$ cat config.mk
export PLATFORM = sky130hd
export DESIGN_NAME = gf2m_inv
export DESIGN_NICKNAME = d
export VERILOG_FILES = /design/src/rtl/gf2m_inv.sv
export SDC_FILE = /design/constraint.sdc
export NUM_CORES = 1
export LEC_CHECK = 0
export CAP_MARGIN = 20
export CORE_ASPECT_RATIO = 0.6
export CORE_UTILIZATION = 51
export CTS_CLUSTER_SIZE = 25
export DETAILED_ROUTE_END_ITERATION = 12
export GPL_TIMING_DRIVEN = 0
export PLACE_DENSITY = 0.73
export SETUP_SLACK_MARGIN = 0.2
export SYNTH_ARGS = -nofsm -noshare
export SYNTH_HDL_FRONTEND = slang
export SYNTH_SLANG_ARGS = --single-unit
export TNS_END_PERCENT = 20
$ cat constraint.sdc
create_clock -name CLK -period 1.7 [get_ports CLK]
set_input_delay 0.51 -clock CLK [delete_from_list [all_inputs] [get_ports CLK]]
set_output_delay 0.51 -clock CLK [all_outputs]
set_load 0.1 [all_outputs]
$ cat src/rtl/gf2m_inv.sv
// Constant-time GF(2^M) inverter/divider using Brunner's extended-Euclid step,
// one step per clock for exactly 2M clocks, with a valid/ready handshake on both sides.
module gf2m_inv #(
  parameter int         M    = 5,
  parameter logic [M:0] POLY = 6'b100101
) (
  input  logic         CLK,
  input  logic         RST,
  input  logic         IN_VALID,
  output logic         IN_READY,
  input  logic         OP,
  input  logic [M-1:0] A,
  input  logic [M-1:0] B,
  output logic [M-1:0] OUT,
  output logic         OUT_VALID,
  input  logic         OUT_READY,
  output logic         ERR
);
  localparam int CW = $clog2(2*M+1);
  localparam int DW = CW + 1;

  typedef enum logic [1:0] {IDLE, ITER, DONE} state_t;

  state_t        r_state;
  logic [M:0]    r_s, r_r;
  logic [M-1:0]  r_u, r_v;
  logic [DW-1:0] r_delta;
  logic [CW-1:0] r_cnt;
  logic          r_err;
  logic [M-1:0]  r_out;
  logic          r_in_ready, r_out_valid;

  logic [M:0]    w_s, w_r, w_sh;
  logic [M-1:0]  w_u, w_v, w_vx;
  logic [DW-1:0] w_delta;

  function automatic logic [M-1:0] mulx(input logic [M-1:0] u);
    return u[M-1] ? ({u[M-2:0], 1'b0} ^ POLY[M-1:0]) : {u[M-2:0], 1'b0};
  endfunction

  // Odd u: adding POLY clears bit 0, so the shift is exact.
  function automatic logic [M-1:0] divx(input logic [M-1:0] u);
    return u[0] ? ({1'b0, u[M-1:1]} ^ POLY[M:1]) : {1'b0, u[M-1:1]};
  endfunction

  assign w_sh = (r_s[M] ? (r_s ^ r_r) : r_s) << 1;
  assign w_vx = r_s[M] ? (r_v ^ r_u) : r_v;

  always_comb begin
    w_s     = r_s;
    w_r     = r_r;
    w_u     = r_u;
    w_v     = r_v;
    w_delta = r_delta;
    if (!r_r[M]) begin
      w_r     = {r_r[M-1:0], 1'b0};
      w_u     = mulx(r_u);
      w_delta = r_delta + DW'(1);
    end else if (r_delta == '0) begin
      w_r     = w_sh;
      w_s     = r_r;
      w_u     = mulx(w_vx);
      w_v     = r_u;
      w_delta = DW'(1);
    end else begin
      w_s     = w_sh;
      w_v     = w_vx;
      w_u     = divx(r_u);
      w_delta = r_delta - DW'(1);
    end
  end

  always_ff @(posedge CLK) begin
    if (RST) begin
      r_state     <= IDLE;
      r_s         <= '0;
      r_r         <= '0;
      r_u         <= '0;
      r_v         <= '0;
      r_delta     <= '0;
      r_cnt       <= '0;
      r_err       <= 1'b0;
      r_out       <= '0;
      r_in_ready  <= 1'b1;
      r_out_valid <= 1'b0;
    end else begin
      case (r_state)
        IDLE: begin
          if (IN_VALID) begin
            r_s        <= POLY;
            r_r        <= {1'b0, A};
            r_u        <= OP ? B : M'(1);
            r_v        <= '0;
            r_delta    <= '0;
            r_cnt      <= '0;
            r_err      <= (A == '0);
            r_in_ready <= 1'b0;
            r_state    <= ITER;
          end
        end
        ITER: begin
          r_s     <= w_s;
          r_r     <= w_r;
          r_u     <= w_u;
          r_v     <= w_v;
          r_delta <= w_delta;
          r_cnt   <= r_cnt + CW'(1);
          if (r_cnt == CW'(2*M-1)) begin
            r_out       <= r_err ? '0 : w_u;
            r_out_valid <= 1'b1;
            r_state     <= DONE;
          end
        end
        DONE: begin
          if (OUT_READY) begin
            r_out_valid <= 1'b0;
            r_in_ready  <= 1'b1;
            r_state     <= IDLE;
          end
        end
        default: begin
          r_in_ready  <= 1'b1;
          r_out_valid <= 1'b0;
          r_state     <= IDLE;
        end
      endcase
    end
  end

  assign IN_READY  = r_in_ready;
  assign OUT_VALID = r_out_valid;
  assign OUT       = r_out;
  assign ERR       = r_out_valid & r_err;
endmodule

==> results by group <==
Run status
  – Run status: finished, violations left
  – Violated checks: setup timing

Floorplan
  – I/O pin cnt: 23
  – Die width: 89.6 um
  – Die outline area: 0.00489 mm^2
  – Site row count: 18
  – Y dimension of the die: 54.6 um
  – Initial Util: 0.552
  – Area of the placeable core: 0.00426 mm^2

Clock tree
  – Number of clock buffers inserted by TritonCTS: 5
  – Number of clock sinks: 41
  – Maximum buffer depth of the clock tree: 2
  – Htree depth: 2
  – Clock tree from TritonCTS: done
  – Clock transition time at the flip-flop clock pins of the worst setup and hold paths: 0.08 ns
  – Library cell used as clock root buffer: sky130_fd_sc_hd__clkbuf_8
  – Insertion delay to the later sink of the worst-skew pair: 0.29 ns
  – Cts hold-fix bufs: 0

GRT
  – Vias in the first global route: 2156
  – Residual overflow from global routing: 0
  – Pin count of the biggest net entering global routing: 12
  – Wire length of the first global-routing pass: 10900 um
  – Total routing resource utilization after global routing: 0.306
  – Antenna violations before repair: 0

Finish
  – Final core utilization: 0.715
  – Top library cells by usage in the layout, fill and taps aside: 37 x sky130_fd_sc_hd__dfxtp_1, 36 x sky130_fd_sc_hd__nand2_1, 36 x sky130_fd_sc_hd__nor2_1, 36 x sky130_fd_sc_hd__a21oi_1, 17 x sky130_fd_sc_hd__nand3_1
  – Design Area, Final: 0.00304 mm^2
  – Proportion of layout cells with a drive suffix above 1: 0.222
  – Layout overhead on the synthesized area: 29.5%
  – Number of diodes added for antenna fixing: 0
  – Final Non-Filler Cells: 411
  – Most frequent standard cell in the layout excluding fill and tap cells: sky130_fd_sc_hd__dfxtp_1
  – Layout fillers: 344
  – Final #Nets: 370

Critical path
  – Kind of end point of the critical path: flip-flop
  – Critical path arrival: 2.08 ns
  – Largest fanout on the critical path: 6
  – Worst setup path category: flip-flop to flip-flop
  – Crit start category: flip-flop
  – Required arrival time at the worst endpoint: 1.86 ns

Synthesis
  – Count of mapped cells out of synthesis: 313
  – Xor-xnor portion of the synthesized cell area: 0.0447
  – Synth cell types: 48
  – Portion of the post-synthesis area used by sequential elements: 0.349
  – Share of the synthesized area in compound gates (AO/OA/AOI/OAI): 0.260
  – Multiplexer share of the synthesized area: 0.0218
  – Post-Synth Adder-Cell Area: 0.0213
  – Syn Nets: 332
  – Dominant combinational cell family by area after synthesis: compound AO/OA/AOI/OAI gates
  – Simple-Gate Fraction of Synth Area: 0.251
  – Syn avg cell area: 7.51 um^2
  – EDFF count, synth: 0
  – Seq cells post-synth: 41
  – Synth warnings: 0
  – Summed instance area of the synthesized netlist: 0.00235 mm^2
  – Share of synthesized registers carrying an async set or reset: 0
  – Most used flip-flop cell after synthesis: sky130_fd_sc_hd__dfxtp_1

Timing
  – Setup repair after global routing missed its margin: true
  – Min Hold Slack: 0.466 ns
  – Final count of hold timing violations: 0
  – Number of pins exceeding their max-slew limit in the final report: 0
  – Slew Limit Headroom: 0.584
  – Worst Tran Pin Value: 0.622 ns
  – Summed negative setup slack over all endpoints: -2.69 ns
  – Maximum clock frequency: 523 MHz
  – Final critical-path setup slack: -0.213 ns
  – Final min period: 1.91 ns
  – Portion of the clock cycle consumed by the worst path in the final layout: 1.13
  – Final setup violation count: 25
  – Worst clock skew on the final layout: 0.00477 ns

Power and ir drop
  – Fraction of power consumed by the clock network: 0.292
  – Total leakage power: 1.14 nW
  – Sequential power share: 0.465
  – Pwr per Cell Area: 746 mW/mm^2
  – Combinational fraction of design power: 0.243
  – Int Power: 0.00156 W
  – Fraction of power spent switching nets: 0.313
  – Switching Power: 0.000709 W
  – Worst vdd ir: 0.393 mV

Drt
  – Drt pass-1 iters: 5
  – Detailed Route Iter0 Violations: 183
  – Vias after detailed routing: 2532
  – Final routed wirelength across all metal layers: 7280 um
  – Post-detailed-route wirelength per cell: 17.7 um
  – Average via count per standard cell: 6.16
  – Count of nets left with antenna violations after detail routing: 0
  – Residual DRC count: 0

Placed design
  – Total instance count after detailed placement: 394
  – RD Place Congestion: 0.885
  – Count of input and output buffers: 21
  – DP HPWL: 4920 um
  – Post-Place Cell Area: 0.00267 mm^2

Run
  – Number of max-cap violations: 0

Hold path
  – Worst min-delay path category: flip-flop to flip-flop
[sequential cells by signal (all words and copies together), names as in the netlist]
signal,count
r_u,5
r_v,5
r_state,2
r_r,6
r_cnt,4
r_s,6
r_err,1
r_delta,5
OUT_VALID,1
IN_READY,1
OUT,5
[timing repair]
item	4_1_cts	5_1_grt
buffers inserted	8	2
pin swaps	26	13
resized for setup	99	20
setup endpoints to repair	45	38
[final cells by class]
type | instances | area, um^2 | share of cell area
Multi-Input combinational cell | 242 | 1560 | 0.512
Sequential cell | 41 | 831 | 0.273
Timing Repair Buffer | 31 | 312 | 0.102
Buffer | 22 | 148 | 0.0485
Clock buffer | 7 | 86.3 | 0.0284
Tap cell | 60 | 75.1 | 0.0247
Inverter | 8 | 32.5 | 0.0107
[kinds of logic (layout without fill, tap and decap cells)]
logic type,count (synthesis),count (layout)
muxes,5,5
DFF,41,41
xor gates and xnor gates,12,12
buffers and inverters,30,68
adders and majority gates,4,4
and+or+nand+nor,124,124
AOI/OAI and AO/OA,97,97
[layer usage]
metal	GRT usage	up-vias	wire length [um]
li1	-	1205	-
met1	0.440	1176	3390
met2	0.475	140	3170
met3	0.0633	11	651
met4	0.0556	0	69
met5	0	-	0
[power by group through the flow]
stage	clock network [W]	registers [W]	logic (W)
2_1_floorplan	0	0.00107	0.000288
5_1_grt	0.000708	0.00106	0.000592
3_5_place_dp	0	0.00108	0.000428
3_3_place_gp	0	0.00107	0.000422
6_report	0.000662	0.00106	0.000553
4_1_cts	0.000663	0.00105	0.000509
[worst max-delay path, cell delays in order (launching register included)]
cell                       delay, ns
sky130_fd_sc_hd__dfxtp_4        0.36
sky130_fd_sc_hd__inv_4          0.06
sky130_fd_sc_hd__ha_4           0.14
sky130_fd_sc_hd__or4b_4         0.46
sky130_fd_sc_hd__buf_6          0.16
sky130_fd_sc_hd__buf_6          0.13
sky130_fd_sc_hd__o211ai_1       0.17
sky130_fd_sc_hd__a21oi_1        0.10
sky130_fd_sc_hd__a21oi_1        0.15
sky130_fd_sc_hd__nor2_1         0.06
[Yosys cell counts (all sizes together) (6+ instances only)]
master   n  area (um^2)
dfxtp   41          821
a21oi   38          190
nand2   38          143
nor2    37          139
o21ai   19         98.9
nand3   17         85.1
buf     11         51.3
clkbuf  11         41.3
inv      8         30.0
a211oi   7         52.6
a31oi    6         37.5
nor3     6         30.0
or3      6         37.5
xnor2    6         52.6
xor2     6         52.6
[path summary, 6_finish.rpt]
path / start / end / slack, ns / cells after the start
worst max-delay path: r_delta[0]$_SDFFE_PP0P_ / r_v[2]$_SDFFE_PP0P_ / -0.21 / 9
worst max register to register: r_delta[0]$_SDFFE_PP0P_ / r_v[2]$_SDFFE_PP0P_ / -0.21 / 9
worst min register to register: OUT[1]$_SDFFE_PP0P_ / OUT[1]$_SDFFE_PP0P_ / 0.47 / 2
worst min-delay path: OUT[1]$_SDFFE_PP0P_ / OUT[1]$_SDFFE_PP0P_ / 0.47 / 2
[per-stage QoR]
stage	setup WS, ns	power [W]
floorplan	-0.0826	0.00136
global placement	-0.830	0.00150
detailed placement	-0.878	0.00150
CTS	-0.229	0.00222
global route	-0.256	0.00236
finish	-0.213	0.00227
(Power assumes the default switching activity.)
